### config.mk
export PLATFORM = sky130hd
export DESIGN_NAME = unidade_controle_mc
export DESIGN_NICKNAME = d
export VERILOG_FILES = /design/src/rtl/unidade_controle_mc.sv
export SDC_FILE = /design/constraint.sdc
export NUM_CORES = 1
export LEC_CHECK = 0
export ABC_AREA = 1
export CAP_MARGIN = 20
export CORE_MARGIN = 4
export CORE_UTILIZATION = 33
export CTS_BUF_LIST = sky130_fd_sc_hd__clkbuf_4
export CTS_CLUSTER_DIAMETER = 100
export CTS_CLUSTER_SIZE = 10
export DETAILED_ROUTE_END_ITERATION = 12
export PLACE_DENSITY = 0.6
export SYNTH_ARGS = -nofsm -noshare
export SYNTH_HDL_FRONTEND = slang
export SYNTH_SLANG_ARGS = --single-unit
export TNS_END_PERCENT = 5
### constraint.sdc
create_clock -name clock -period 3.77 [get_ports clock]
set_input_delay 0.377 -clock clock [delete_from_list [all_inputs] [get_ports clock]]
set_output_delay 0.377 -clock clock [all_outputs]
set_load 0.1 [all_outputs]
### src/rtl/unidade_controle_mc.sv
// Multicycle processor control unit: Moore FSM sequencing fetch, decode, execute,
// memory access and write-back, with halt state and a sticky illegal-opcode flag.
module unidade_controle_mc #(
  parameter logic [5:0] OPC_HALT = 6'b111111,
  parameter logic [5:0] OPC_NOP  = 6'b000000
) (
  input  logic       clock,
  input  logic       reset,
  input  logic [5:0] Opcode,
  input  logic       mem_pronta,
  input  logic       Zero,
  output logic [1:0] OpAlu,
  output logic       EscrevePC,
  output logic       EscreveIR,
  output logic       EscreveReg,
  output logic       LeMem,
  output logic       EscreveMem,
  output logic       IouD,
  output logic       MemParaReg,
  output logic       RegDst,
  output logic       OrigA,
  output logic [1:0] OrigB,
  output logic [1:0] OrigPC,
  output logic [3:0] estado,
  output logic       parado,
  output logic       erro_opcode
);

  localparam logic [5:0] OPC_LW   = 6'b000001;
  localparam logic [5:0] OPC_SW   = 6'b000010;
  localparam logic [5:0] OPC_BEQ  = 6'b000011;
  localparam logic [5:0] OPC_JMP  = 6'b000100;
  localparam logic [5:0] OPC_ADDI = 6'b000110;

  typedef enum logic [3:0] {
    BUSCA       = 4'd0,
    DECODIFICA  = 4'd1,
    EXEC_ALU    = 4'd2,
    ESCRITA_ALU = 4'd3,
    EXEC_IMM    = 4'd4,
    ESCRITA_IMM = 4'd5,
    END_MEM     = 4'd6,
    LE_MEM      = 4'd7,
    ESCRITA_MEM = 4'd8,
    GRAVA_MEM   = 4'd9,
    DESVIO      = 4'd10,
    SALTO       = 4'd11,
    PARADO      = 4'd12
  } estado_t;

  // busca/desvio/salto mark the states whose PC/IR enables depend on live inputs
  typedef struct packed {
    logic       le_mem;
    logic       esc_mem;
    logic       iou_d;
    logic       mem_reg;
    logic       reg_dst;
    logic       esc_reg;
    logic       orig_a;
    logic [1:0] orig_b;
    logic [1:0] op_alu;
    logic [1:0] orig_pc;
    logic       busca;
    logic       desvio;
    logic       salto;
    logic       parado;
  } saida_t;

  estado_t est_q, est_d;
  saida_t  sai_q;
  logic    erro_q;
  logic    opc_ilegal;

  function automatic logic eh_alu(input logic [5:0] op);
    return (op == 6'b000101) || (op == 6'b000111) || (op == 6'b010110) ||
           ((op >= 6'b001011) && (op <= 6'b010011));
  endfunction

  function automatic saida_t saidas_de(input estado_t s);
    saida_t o;
    o = '0;
    case (s)
      BUSCA: begin
        o.le_mem = 1'b1;
        o.orig_b = 2'b01;
        o.busca  = 1'b1;
      end
      DECODIFICA: o.orig_b = 2'b10;
      EXEC_ALU: begin
        o.orig_a = 1'b1;
        o.op_alu = 2'b10;
      end
      ESCRITA_ALU: begin
        o.reg_dst = 1'b1;
        o.esc_reg = 1'b1;
      end
      EXEC_IMM, END_MEM: begin
        o.orig_a = 1'b1;
        o.orig_b = 2'b10;
      end
      ESCRITA_IMM: o.esc_reg = 1'b1;
      LE_MEM: begin
        o.le_mem = 1'b1;
        o.iou_d  = 1'b1;
      end
      ESCRITA_MEM: begin
        o.mem_reg = 1'b1;
        o.esc_reg = 1'b1;
      end
      GRAVA_MEM: begin
        o.esc_mem = 1'b1;
        o.iou_d   = 1'b1;
      end
      DESVIO: begin
        o.orig_a  = 1'b1;
        o.op_alu  = 2'b01;
        o.orig_pc = 2'b01;
        o.desvio  = 1'b1;
      end
      SALTO: begin
        o.orig_pc = 2'b10;
        o.salto   = 1'b1;
      end
      PARADO: o.parado = 1'b1;
      default: o = '0;
    endcase
    return o;
  endfunction

  // Opcode is only looked at in DECODIFICA and END_MEM
  always_comb begin
    est_d      = BUSCA;
    opc_ilegal = 1'b0;
    case (est_q)
      BUSCA:       est_d = mem_pronta ? DECODIFICA : BUSCA;
      DECODIFICA: begin
        if (eh_alu(Opcode))                         est_d = EXEC_ALU;
        else if (Opcode == OPC_ADDI)                est_d = EXEC_IMM;
        else if (Opcode == OPC_LW || Opcode == OPC_SW) est_d = END_MEM;
        else if (Opcode == OPC_BEQ)                 est_d = DESVIO;
        else if (Opcode == OPC_JMP)                 est_d = SALTO;
        else if (Opcode == OPC_HALT)                est_d = PARADO;
        else if (Opcode == OPC_NOP)                 est_d = BUSCA;
        else begin
          est_d      = BUSCA;
          opc_ilegal = 1'b1;
        end
      end
      EXEC_ALU:    est_d = ESCRITA_ALU;
      EXEC_IMM:    est_d = ESCRITA_IMM;
      END_MEM: begin
        if (Opcode == OPC_LW)      est_d = LE_MEM;
        else if (Opcode == OPC_SW) est_d = GRAVA_MEM;
        else                       est_d = BUSCA;
      end
      LE_MEM:      est_d = mem_pronta ? ESCRITA_MEM : LE_MEM;
      GRAVA_MEM:   est_d = mem_pronta ? BUSCA : GRAVA_MEM;
      PARADO:      est_d = PARADO;
      default:     est_d = BUSCA;
    endcase
  end

  // Outputs are registered from the next state so they line up with estado
  always_ff @(posedge clock or negedge reset) begin
    if (!reset) begin
      est_q  <= BUSCA;
      sai_q  <= saidas_de(BUSCA);
      erro_q <= 1'b0;
    end else begin
      est_q <= est_d;
      sai_q <= saidas_de(est_d);
      if (opc_ilegal) erro_q <= 1'b1;
    end
  end

  // Input-dependent enables are also gated by reset so they drop the instant it asserts
  assign EscreveIR   = reset & sai_q.busca & mem_pronta;
  assign EscrevePC   = reset & ((sai_q.busca & mem_pronta) | (sai_q.desvio & Zero) | sai_q.salto);
  assign EscreveReg  = sai_q.esc_reg;
  assign LeMem       = sai_q.le_mem;
  assign EscreveMem  = sai_q.esc_mem;
  assign IouD        = sai_q.iou_d;
  assign MemParaReg  = sai_q.mem_reg;
  assign RegDst      = sai_q.reg_dst;
  assign OrigA       = sai_q.orig_a;
  assign OrigB       = sai_q.orig_b;
  assign OrigPC      = sai_q.orig_pc;
  assign OpAlu       = sai_q.op_alu;
  assign estado      = est_q;
  assign parado      = sai_q.parado;
  assign erro_opcode = erro_q;

endmodule

==> results of run 1 <==
## cells by family (layout without fill, tap and decap cells)
family	after synthesis	in the layout	synth area share [%]
DFF	19	19	47.6
AOI/OAI and AO/OA	7	7	3.86
buffers and inverters	26	61	9.73
and+or+nand+nor	81	81	38.8
## cell usage after synthesis, drive strengths merged
library cell | number | share of area (%)
nand2 | 40 | 18
inv | 26 | 9.7
nor2 | 24 | 11
dfrtp | 17 | 42
nand3 | 10 | 5.0
nand4 | 4 | 2.5
a21oi | 3 | 1.5
dfstp | 2 | 5.2
nor3 | 2 | 1.5
o21ai | 2 | 1.0
a31oi | 1 | 0.62
o21bai | 1 | 0.75
or2 | 1 | 0.62
## power by group through the flow
stage / Combinational (uW) / Clock (uW) / Sequential [uW]
after floorplan: 150 / 0 / 606
after CTS: 614 / 117 / 279
after detailed placement: 614 / 0 / 283
after global placement: 611 / 0 / 282
final: 612 / 110 / 279
after global routing: 645 / 129 / 288
## per-layer routing
| metal | global-route usage (%) | up-vias | wire (um) |
|---|---|---|---|
| met2 | 22.1 | 27 | 1110 |
| met1 | 14.3 | 419 | 1010 |
| met5 | 0 | - | 0 |
| met4 | 1.65 | 0 | 8 |
| li1 | - | 480 | - |
| met3 | 5.86 | 2 | 190 |
## stage by stage
stage	cell area (sq um)	instances
6_report	1380	199
5_1_grt	1380	199
4_1_cts	1380	199
3_5_place_dp	1350	195
3_3_place_gp	1350	195
2_1_floorplan	1000	133
## layout make-up
cell class	instances	area [sq um]	area share, %
Sequential cell	19	478	34.8
Multi-Input combinational cell	88	428	31.1
Timing Repair Buffer	31	303	22.0
Inverter	26	97.6	7.10
Tap cell	31	38.8	2.82
Clock buffer	4	30.0	2.18
## path summary, 6_finish.rpt
path / start / endpoint / cells after the start
max in group asynchronous: reset / sai_q[3] / 2
setup / recovery: sai_q[3] / OrigB[0] / 1
hold reg to reg: erro_opcode / erro_opcode / 1
setup reg to reg: estado[3] / OpAlu[1] / 10
min in group clock: erro_opcode / erro_opcode / 1
hold / removal: reset / RegDst / 2
==> impl_metrics.ini, run 1 <==
[outcome]
outcome = completed

[final_layout]
n_fill_cell = 290
largest_reg_flops = 4
mostFrequentLayoutCells = nand2_1, clkdlybuf4s50_1, inv_1, dfrtp_1, nor2_1
areaGrowthSynthToFinish_pct = 37.0
fin_util_pct = 48.6
final_layout_size_suffix_gt1_share_pct = 20.2
final_common_cell = nand2_1
antennaDiodeCount = 0
nets = 179

[detailed_routing]
viasPerCell = 4.66
firstDrtPassIters = 4
first_iter_violations = 25
drt_wl_total_um = 2320
wl_per_cell_um = 11.7
final_antenna_net_count = 0
vias = 928
drc = 0

[sta]
skew_ns = 0.00439
slew_violations = 0
clock.fmax_mhz = 428
finalHoldViolCount = 0
hold_ws_ns = 0.398
slew_headroom_pct = 34.4
tightest_slew_ns = 0.981
setup_violations = 0
layout_min_cycle_time_ns = 2.34
finalSetupTns_ns = 0
min_period_over_period_pct = 62.0
rsz0062_at_grt = no
fin_ws_ns = 1.43

[pwr]
power_frac_seq_pct = 27.9
netSwitchingFraction_pct = 56.7
leakagePower_uw = 0.000738
switchingPower_uw = 568
comb_power_share_pct = 61.1
powerDensity_mw_per_mm2 = 728
internal_power_uw = 433
power_uw = 1000
ir_drop_v = 0.000350
pwr-share-clk_pct = 11.0

[global_route]
grt-ovfl-total = 0
grt_start_max_net_pins = 21
antenna_found_initial = 0
grt_pass1_wl_um = 4060
grt_pass1_vias = 925
grt.total_usage_pct = 12.6

[yosys]
ys_ff_latch = 19
synth_cells = 133
avgSynthCellArea_sq_um = 7.54
synth.distinct_cells = 20
ys_warn_count = 0
syn-num-nets = 143
synth_area_sq_mm = 0.00100
seq_area_frac_synth_pct = 47.6

[clocking]
root_buffer = clkbuf_4
cts_resized = 0
holdBufCountCts = 0
clk_pin_slew_ns = 0.11
cts_max_level = 1
clock_path_buffers = 2
cts_tree = done
clk_latency_ns = 0.29
cts_sinks = 19
cts_setup_buffers = 0
numCtsBuffers = 3

[worst_hold_path]
holdCritPathClass = input port to async pin

[floorplan]
die_w_um = 63.1
core-area_sq_mm = 0.00283
row_count = 19
io_pins = 31
fp.dieH_um = 63.1
dieArea_sq_mm = 0.00399
start_util_pct = 35.5

[critical_path]
critPathKind = register to output port
critPathLaunchType = register
cpLargestDelayFamily = buffers and inverters
worst-path-buf-inv = 1
end_kind = output port
r2r_slack_ns = 2.31
crit_fanout = 2
worstPathCellList = clkdlybuf4s50_1
crit_path_top_delay_cell = clkdlybuf4s50_1
max_stage_delay_ns = 1.12
worst_ep_required_time_ns = 3.39
crit_arrival_ns = 1.96

[job]
max-cap-violations = 0

[place]
pre_cts_ws_ns = 1.75
place_congestion = 0.775
dp.final_hpwl_um = 1880
port_buffers = 30
(Power assumes the default switching activity.)
==> run 2: changes to the inputs <==
Settings changed: PLACE_DENSITY 0.6 to 0.62.
Clock period 3.77 ns to 1.9 ns, I/O delays scaled along.
==> run 2 against run 1 <==
Against the previous run:
- clock power increased by 83%
- register-to-register slack got worse by 1.9 ns
- final area fell by 0.46%
- critical path depth is 2 higher
- wire length down 5.7%
- final cell count did not move
==> impl_metrics.ini, run 2 (synthesis gave the netlist of run 1 again) <==
[global_route]
grt_use_met2_pct = 20.6
grt_start_max_net_pins = 20
grt-ovfl-total = 0
antenna_found_initial = 0
met3_usage_pct = 4.97
grt_pass1_vias = 916
grt.total_usage_pct = 12.3
use_met1_pct = 15.0
grt_most_used_layer = met2
grt_pass1_wl_um = 3950

[clocking]
clock_path_buffers = 2
clk_pin_slew_ns = 0.11
cts_max_level = 1
root_buffer = clkbuf_4
numCtsBuffers = 3
holdBufCountCts = 0
cts_sinks = 19
clk_latency_ns = 0.30
cts_resized = 0
cts_setup_buffers = 0
cts_tree = done

[floorplan]
fp.dieH_um = 63.1
io_pins = 31
start_util_pct = 35.5
core-area_sq_mm = 0.00283
row_count = 19
dieArea_sq_mm = 0.00399
die_w_um = 63.1

[detailed_routing]
vias = 911
wl_per_cell_um = 11.0
firstDrtPassIters = 4
viasPerCell = 4.58
first_iter_violations = 29
drc = 0
drt_wl_total_um = 2190
final_antenna_net_count = 0

[sta]
slew_violations = 0
skew_ns = 0.00999
tightest_slew_ns = 0.290
hold_ws_ns = 0.238
clock.fmax_mhz = 644
rsz0062_at_grt = no
setup_violations = 0
layout_min_cycle_time_ns = 1.55
slew_headroom_pct = 80.5
min_period_over_period_pct = 81.7
finalHoldViolCount = 0

[critical_path]
max_stage_delay_ns = 0.55
worstPathCellList = nand2_1 > a21oi_4 > buf_12
worst-path-stages = 3
cpLargestDelayFamily = flip-flops
worst_ep_required_time_ns = 1.71
critPathLaunchType = register
worst-path-buf-inv = 1
crit_fanout = 2
rr_worst_depth = 11
crit_arrival_ns = 1.36
critPathKind = register to output port
crit_path_top_delay_cell = dfstp_2
end_kind = output port

[job]
max-cap-violations = 0

[outcome]
outcome = completed

[worst_hold_path]
holdCritPathClass = input port to async pin

[pwr]
powerDensity_mw_per_mm2 = 1440
leakagePower_uw = 0.000776
ir_drop_v = 0.000598

[final_layout]
stdcell_count = 199
mostFrequentLayoutCells = nand2_1, inv_1, buf_4, dfrtp_1, nor2_1
nets = 179
areaGrowthSynthToFinish_pct = 36.4
antennaDiodeCount = 0
final_layout_size_suffix_gt1_share_pct = 32.7
final_common_cell = nand2_1
largest_reg_flops = 4
n_fill_cell = 281

[place]
place_inst = 195
place_congestion = 0.776
dp.final_hpwl_um = 1830
port_buffers = 30
[run 2: cell count changes in the layout (fill, tap and decap cells not counted), sizes merged]
cell	delta
buf	+19
clkdlybuf4s50	-19
clkbuf	-1
clkinv	+1
[run 2: area by class of cell]
type,count,area (sq um),share of cell area (%)
well taps,31,38.8,2.83
clock inverters,1,5.00,0.366
repair buffers,31,280,20.5
multi-input cells,88,447,32.6
inverters,26,97.6,7.13
clock buffers,3,22.5,1.65
flip-flops and latches,19,478,34.9
[run 2: routing by layer]
layer / vias up / part of all wire, %
met5: - / 0
li1: 475 / -
met4: 0 / 1.1
met3: 4 / 6.4
met1: 408 / 43
met2: 24 / 49
[run 2: worst paths after layout]
path,startpoint,endpoint,slack (ns)
min in group clock,erro_opcode,erro_opcode,0.49
worst max register to register,estado[0],OrigB[1],0.44
worst min register to register,erro_opcode,erro_opcode,0.49
max in group asynchronous,reset,LeMem,1.40
worst max-delay path,sai_q[3],EscrevePC,0.35
worst min-delay path,reset,OpAlu[1],0.24
[run 2: through the flow]
stage	area [sq um]	util (%)	setup TNS, ns	setup WS [ns]	power (uW)
CTS	1370	48.4	0	0.335	1990
floorplan	1020	-	-0.102	-0.0363	1510
global placement	1340	47.4	0	0.141	1780
global route	1370	48.4	0	0.270	2070
detailed placement	1340	47.4	0	0.133	1780
finish	1370	48.4	0	0.348	1970
[run 2: report_power, final]
part | internal, uW | switching [uW] | total, uW
logic | 250 | 960 | 1210
registers | 506 | 53.4 | 559
clock network | 78.6 | 122 | 201
